<file path="config.mk">
export PLATFORM = sky130hd
export DESIGN_NAME = rotary_quad_counter
export DESIGN_NICKNAME = d
export VERILOG_FILES = /design/src/rtl/rotary_pkg.sv /design/src/rtl/input_debounce.sv /design/src/rtl/rotary_quad_counter.sv
export SDC_FILE = /design/constraint.sdc
export NUM_CORES = 1
export LEC_CHECK = 0
export BUFFER_PORTS_ARGS = -buffer_cell sky130_fd_sc_hd__clkbuf_2
export CAP_MARGIN = 5
export CORE_ASPECT_RATIO = 1.75
export CORE_UTILIZATION = 61
export CTS_CLUSTER_SIZE = 20
export DETAILED_ROUTE_END_ITERATION = 7
export GPL_ROUTABILITY_DRIVEN = 0
export PLACE_DENSITY = 0.8
export SLEW_MARGIN = 20
export SYNTH_ARGS = -nofsm -noshare
export SYNTH_HDL_FRONTEND = slang
export SYNTH_HIERARCHICAL = 1
export SYNTH_SLANG_ARGS = --single-unit
</file>
<file path="constraint.sdc">
create_clock -name Fg_Clk -period 2.9 [get_ports Fg_Clk]
set_input_delay 0.145 -clock Fg_Clk [delete_from_list [all_inputs] [get_ports Fg_Clk]]
set_output_delay 0.145 -clock Fg_Clk [all_outputs]
set_load 0.005 [all_outputs]
</file>
<file path="src/rtl/rotary_pkg.sv">
// Shared quadrature encodings and the transition classifier used by the encoder front end.
package rotary_pkg;

  localparam logic [1:0] Q_11 = 2'b11;
  localparam logic [1:0] Q_10 = 2'b10;
  localparam logic [1:0] Q_00 = 2'b00;
  localparam logic [1:0] Q_01 = 2'b01;

  typedef enum logic [1:0] {
    DIR_NONE = 2'd0,
    DIR_CW   = 2'd1,
    DIR_CCW  = 2'd2,
    DIR_ILL  = 2'd3
  } dir_e;

  // CW order is 11 -> 10 -> 00 -> 01 -> 11; anything flipping both bits is illegal.
  function automatic dir_e quad_dir(input logic [1:0] prev, input logic [1:0] next);
    logic [1:0] cw_next;
    case (prev)
      Q_11:    cw_next = Q_10;
      Q_10:    cw_next = Q_00;
      Q_00:    cw_next = Q_01;
      default: cw_next = Q_11;
    endcase
    if (prev == next) begin
      quad_dir = DIR_NONE;
    end else if ((prev ^ next) == 2'b11) begin
      quad_dir = DIR_ILL;
    end else if (next == cw_next) begin
      quad_dir = DIR_CW;
    end else begin
      quad_dir = DIR_CCW;
    end
  endfunction

endpackage

</file>
<file path="src/rtl/input_debounce.sv">
// Two-flop synchroniser followed by a stability-count debouncer; all state resets to idle-high.
module input_debounce #(
  parameter int unsigned DEB_LEN = 16
) (
  input  logic clk_i,
  input  logic rst_ni,
  input  logic d_i,
  output logic q_o
);

  localparam logic [15:0] CntLast = 16'(DEB_LEN - 1);

  logic [1:0]  sync_q;
  logic        deb_q, deb_d;
  logic [15:0] cnt_q, cnt_d;

  // Any cycle where the synchronised input agrees with the output restarts the count.
  always_comb begin
    deb_d = deb_q;
    cnt_d = '0;
    if (sync_q[1] != deb_q) begin
      if (cnt_q == CntLast) begin
        deb_d = sync_q[1];
      end else begin
        cnt_d = cnt_q + 16'd1;
      end
    end
  end

  always_ff @(posedge clk_i or negedge rst_ni) begin
    if (!rst_ni) begin
      sync_q <= 2'b11;
      deb_q  <= 1'b1;
      cnt_q  <= '0;
    end else begin
      sync_q <= {sync_q[0], d_i};
      deb_q  <= deb_d;
      cnt_q  <= cnt_d;
    end
  end

  assign q_o = deb_q;

endmodule

</file>
<file path="src/rtl/rotary_quad_counter.sv">
// Quadrature rotary-encoder front end: debounced inputs, full Gray-code decode, sub-step
// accumulator and a bounded wrap/saturate counter with preset-on-press driving the LEDs.
module rotary_quad_counter
  import rotary_pkg::*;
#(
  parameter int unsigned CNT_W          = 6,
  parameter int unsigned DEB_LEN        = 16,
  parameter int unsigned EDGES_PER_STEP = 4,
  parameter bit          WRAP           = 1'b1,
  parameter int unsigned CNT_MIN        = 0,
  parameter int unsigned CNT_MAX        = (1 << CNT_W) - 1,
  parameter int unsigned CNT_PRESET     = 0,
  parameter bit          LED_ACTIVE_LOW = 1'b1
) (
  input  logic             Fg_Clk,
  input  logic             RESETn,
  input  logic             Rot_A,
  input  logic             Rot_B,
  input  logic             Rot_SW,
  output logic [CNT_W-1:0] oCount,
  output logic [CNT_W-1:0] oLED,
  output logic             oStep_Up,
  output logic             oStep_Dn,
  output logic             oErr
);

  localparam logic [CNT_W-1:0] MinVal    = CNT_W'(CNT_MIN);
  localparam logic [CNT_W-1:0] MaxVal    = CNT_W'(CNT_MAX);
  localparam logic [CNT_W-1:0] PresetVal = CNT_W'(CNT_PRESET);
  localparam logic signed [3:0] UpLast   = 4'(EDGES_PER_STEP - 1);
  localparam logic signed [3:0] DnLast   = -UpLast;

  logic a_deb, b_deb, sw_deb;

  input_debounce #(.DEB_LEN(DEB_LEN)) u_deb_a (
    .clk_i  (Fg_Clk),
    .rst_ni (RESETn),
    .d_i    (Rot_A),
    .q_o    (a_deb)
  );

  input_debounce #(.DEB_LEN(DEB_LEN)) u_deb_b (
    .clk_i  (Fg_Clk),
    .rst_ni (RESETn),
    .d_i    (Rot_B),
    .q_o    (b_deb)
  );

  input_debounce #(.DEB_LEN(DEB_LEN)) u_deb_sw (
    .clk_i  (Fg_Clk),
    .rst_ni (RESETn),
    .d_i    (Rot_SW),
    .q_o    (sw_deb)
  );

  logic [1:0]        ab_prev_q;
  logic              sw_prev_q;
  logic signed [3:0] acc_q, acc_d;
  logic [CNT_W-1:0]  count_q, count_d;
  logic              up_q, up_d, dn_q, dn_d, err_q, err_d;
  dir_e              dir;
  logic              press;

  always_comb begin
    dir     = quad_dir(ab_prev_q, {a_deb, b_deb});
    press   = sw_prev_q & ~sw_deb;
    acc_d   = acc_q;
    up_d    = 1'b0;
    dn_d    = 1'b0;
    err_d   = 1'b0;
    count_d = count_q;

    case (dir)
      DIR_CW: begin
        if (acc_q == UpLast) begin
          up_d  = 1'b1;
          acc_d = '0;
        end else begin
          acc_d = acc_q + 4'sd1;
        end
      end
      DIR_CCW: begin
        if (acc_q == DnLast) begin
          dn_d  = 1'b1;
          acc_d = '0;
        end else begin
          acc_d = acc_q - 4'sd1;
        end
      end
      DIR_ILL: begin
        err_d = 1'b1;
        acc_d = '0;
      end
      default: ;
    endcase

    if (up_d) begin
      if (count_q == MaxVal) count_d = WRAP ? MinVal : count_q;
      else                   count_d = count_q + 1'b1;
    end else if (dn_d) begin
      if (count_q == MinVal) count_d = WRAP ? MaxVal : count_q;
      else                   count_d = count_q - 1'b1;
    end

    // A press overrides any step decoded in the same cycle; the step pulse still fires.
    if (press) begin
      count_d = PresetVal;
      acc_d   = '0;
    end
  end

  always_ff @(posedge Fg_Clk or negedge RESETn) begin
    if (!RESETn) begin
      ab_prev_q <= Q_11;
      sw_prev_q <= 1'b1;
      acc_q     <= '0;
      count_q   <= PresetVal;
      up_q      <= 1'b0;
      dn_q      <= 1'b0;
      err_q     <= 1'b0;
    end else begin
      ab_prev_q <= {a_deb, b_deb};
      sw_prev_q <= sw_deb;
      acc_q     <= acc_d;
      count_q   <= count_d;
      up_q      <= up_d;
      dn_q      <= dn_d;
      err_q     <= err_d;
    end
  end

  assign oCount   = count_q;
  assign oLED     = LED_ACTIVE_LOW ? ~count_q : count_q;
  assign oStep_Up = up_q;
  assign oStep_Dn = dn_q;
  assign oErr     = err_q;

endmodule

</file>
==> results.sh <==
export IMPL_ctsLongestPathBuffers=2
export IMPL_hp_class="in2async"
export IMPL_skew_ns=0.00948
export IMPL_critPathKind="reg2reg"
export IMPL_fin_nets=435
export IMPL_cts_resized=0
export IMPL_htreeDepth=3
export IMPL_synth_cell_types=49
export IMPL_hold_violations=4
export IMPL_overflow=0
export IMPL_violations="negative hold slack"
export IMPL_die_h_um=109
export IMPL_drt_iter0_drc=173
export IMPL_ir_drop_uv=661
export IMPL_cts_sinks=73
export IMPL_synth_warnings=6
export IMPL_period_share_pct=86.4
export IMPL_synth_cells=392
export IMPL_die_w_um=63.0
export IMPL_antenna_left=0
export IMPL_status="complete, but fails checks"
export IMPL_grt_max_degree=74
export IMPL_yosys_area_top_type="dfrtp_1"
export IMPL_antenna_found_initial=0
export IMPL_grt_pass1_vias=3009
export IMPL_r2r_slack_ns=0.40
export IMPL_fmax_ghz=0.399
export IMPL_core_area_um2=6230
export IMPL_cp_required_ns=3.17
export IMPL_path_clk_slew_ns=0.08
export IMPL_min_period_ns=2.50
export IMPL_worstPathMaxFanout=10
export IMPL_start_util_pct=63.8
export IMPL_mostFrequentLayoutCell="dfrtp_1"
export IMPL_numCtsBuffers=9
export IMPL_ctsHoldBuffers=3
export IMPL_synth_edf_count=0
export IMPL_drv_slew=0
export IMPL_synth_top_area_share_pct=38.4
export IMPL_max_stage_delay_ns=0.63
export IMPL_cts_tree="built"
export IMPL_instances_no_fill=503
export IMPL_crit_path_end_kind="flip-flop"
export IMPL_worstSetupStartpointType="flip-flop"
export IMPL_leakagePower_nw=1.87
export IMPL_root_buffer="clkbuf_8"
export IMPL_power_density_nw_per_um2=443
export IMPL_path_cells="nand2b_1 -> nand3_1 -> o21a_1 -> inv_1 -> ha_1 -> nand4bb_1 -> clkinv_2 -> nand4_1 -> o31a_1 -> a221oi_2"
export IMPL_totalWireLength_um=7790
export IMPL_finalSetupViolCount=0
export IMPL_reg2reg_from="u_deb_a/q_o"
export IMPL_synth_nets=409
export IMPL_worstSetupStartpoint="u_deb_a/q_o"
export IMPL_worstSkewPairLatency_ns=0.36
export IMPL_setup_tns_ns=0
export IMPL_diodes=0
export IMPL_whs_ns=-0.00291
export IMPL_dp_cells=484
export IMPL_fin_total_pwr_mw=1.92
export IMPL_crit_arrival_ns=2.78
export IMPL_rows=38
export IMPL_area_growth_pct=9.01
export IMPL_syn_area_um2=3970
export IMPL_crit_path_top_delay_cell="dfstp_2"
export IMPL_gr_usage_all_layers_pct=25.5
export IMPL_fin_util_pct=69.5
export IMPL_maxSlewHeadroom_pct=41.2
export IMPL_drive_above_1_share_pct=20.6
export IMPL_ys_seq_elements=73
export IMPL_fillCellCount=473
export IMPL_post_cts_repair_setup_buffers=0
export IMPL_firstDrtPassIters=4
export IMPL_via_per_inst=5.89
export IMPL_vias=2961
export IMPL_ys_async_sr_fraction_pct=100
export IMPL_drc=0
export IMPL_ioPinCount=20
export IMPL_fp_dieArea_um2=6850
export IMPL_synth_area_per_cell_um2=10.1
export IMPL_cp_top_family="simple AND/OR/NAND/NOR gates"
export IMPL_wl_per_cell_um=15.5
export IMPL_cap_violations=0
export IMPL_ys_seq_area_share_pct=46.4
export IMPL_ys_flop_type="dfrtp_1"
export IMPL_dp_hpwl_um=5300
export IMPL_synth_area_leaders="dfrtp_1 38%, xnor2_1 8.8%, dfstp_2 7.9%"
export IMPL_grt_pass1_wl_um=13400
export IMPL_rsz0062_at_grt="false"
export IMPL_io_buffers=19
export IMPL_worst_path_buf_inv=2
export IMPL_worst_pin_slew_ns=0.882
export IMPL_most_common_layout_cells="61 x dfrtp_1, 53 x nor2_1, 40 x xnor2_1"
-- state kept, by name (all words and copies together), names as in the netlist, 2 cells and up --
name             flops
u_deb_a/sync_q       2
u_deb_b/sync_q       2
oCount               6
acc_q                4
u_deb_a/cnt_q       16
u_deb_sw/sync_q      2
ab_prev_q            2
u_deb_b/cnt_q       16
u_deb_sw/cnt_q      16
-- power breakdown --
part / leakage (nW) / switching [mW] / total [mW] / internal (mW)
Clock: 0.0933 / 0.381 / 0.777 / 0.396
Combinational: 0.804 / 0.0517 / 0.0783 / 0.0266
Sequential: 0.970 / 0.0247 / 1.06 / 1.04
Total: 1.87 / 0.457 / 1.92 / 1.46
-- cell usage after synthesis (3+ instances only) --
library cell / instances
dfrtp_1: 61
nor4_1: 10
ha_1: 12
nand2_2: 4
nor2_1: 53
and3_1: 5
nand4_2: 6
buf_6: 3
nand3_1: 19
and3_2: 3
o21a_1: 3
nand2b_1: 3
mux2_2: 4
dfstp_2: 12
xor2_1: 8
nand4_1: 10
nor3_1: 20
nor4_4: 3
nand4_4: 3
xnor2_1: 40
nor4_2: 6
nor2_2: 9
o21ai_0: 9
nand2_1: 20
o211ai_1: 4
inv_1: 23
a21oi_1: 13
-- final cells by class --
type	instances	area (um2)	share of cell area, %
Multi-Input combinational cell	287	1980	45.6
Sequential cell	73	1840	42.5
Timing Repair Buffer	23	133	3.06
Clock buffer	11	131	3.03
Tap cell	80	100	2.31
Inverter	24	91.3	2.11
Clock inverter	5	56.3	1.30
-- per-stage QoR --
stage,cell area [um2],worst slack (ns)
global route,4330,0.0931
detailed placement,4110,0.411
floorplan,3970,0.631
CTS,4330,0.401
finish,4330,0.395
global placement,4110,0.521
-- cells by family (layout without fill, tap and decap cells) --
logic type / after synthesis / after routing / synth area share, %
adders and majority gates: 12 / 12 / 3.78
AOI/OAI and AO/OA: 42 / 42 / 6.99
and+or+nand+nor: 180 / 180 / 27.0
muxes: 5 / 5 / 1.39
buffers and inverters: 32 / 63 / 3.87
xor gates and xnor gates: 48 / 48 / 10.6
DFF: 73 / 73 / 46.4
-- path summary, 6_finish.rpt --
check	end	cells after the start
min in group Fg_Clk	u_deb_sw/sync_q[1]	0
min	oCount[0]	2
max	oCount[5]	10
min reg2reg	u_deb_sw/sync_q[1]	0
max in group asynchronous	u_deb_a/cnt_q[14]	2
max reg2reg	oCount[5]	10
-- routing by layer --
metal	vias up	part of all wire [%]	GRT usage (%)
met5	-	0	0
met4	0	2.5	11.8
met3	21	2.5	5.54
met2	64	56	48.0
met1	1445	39	26.4
li1	1431	-	-
(Power assumes the default switching activity.)
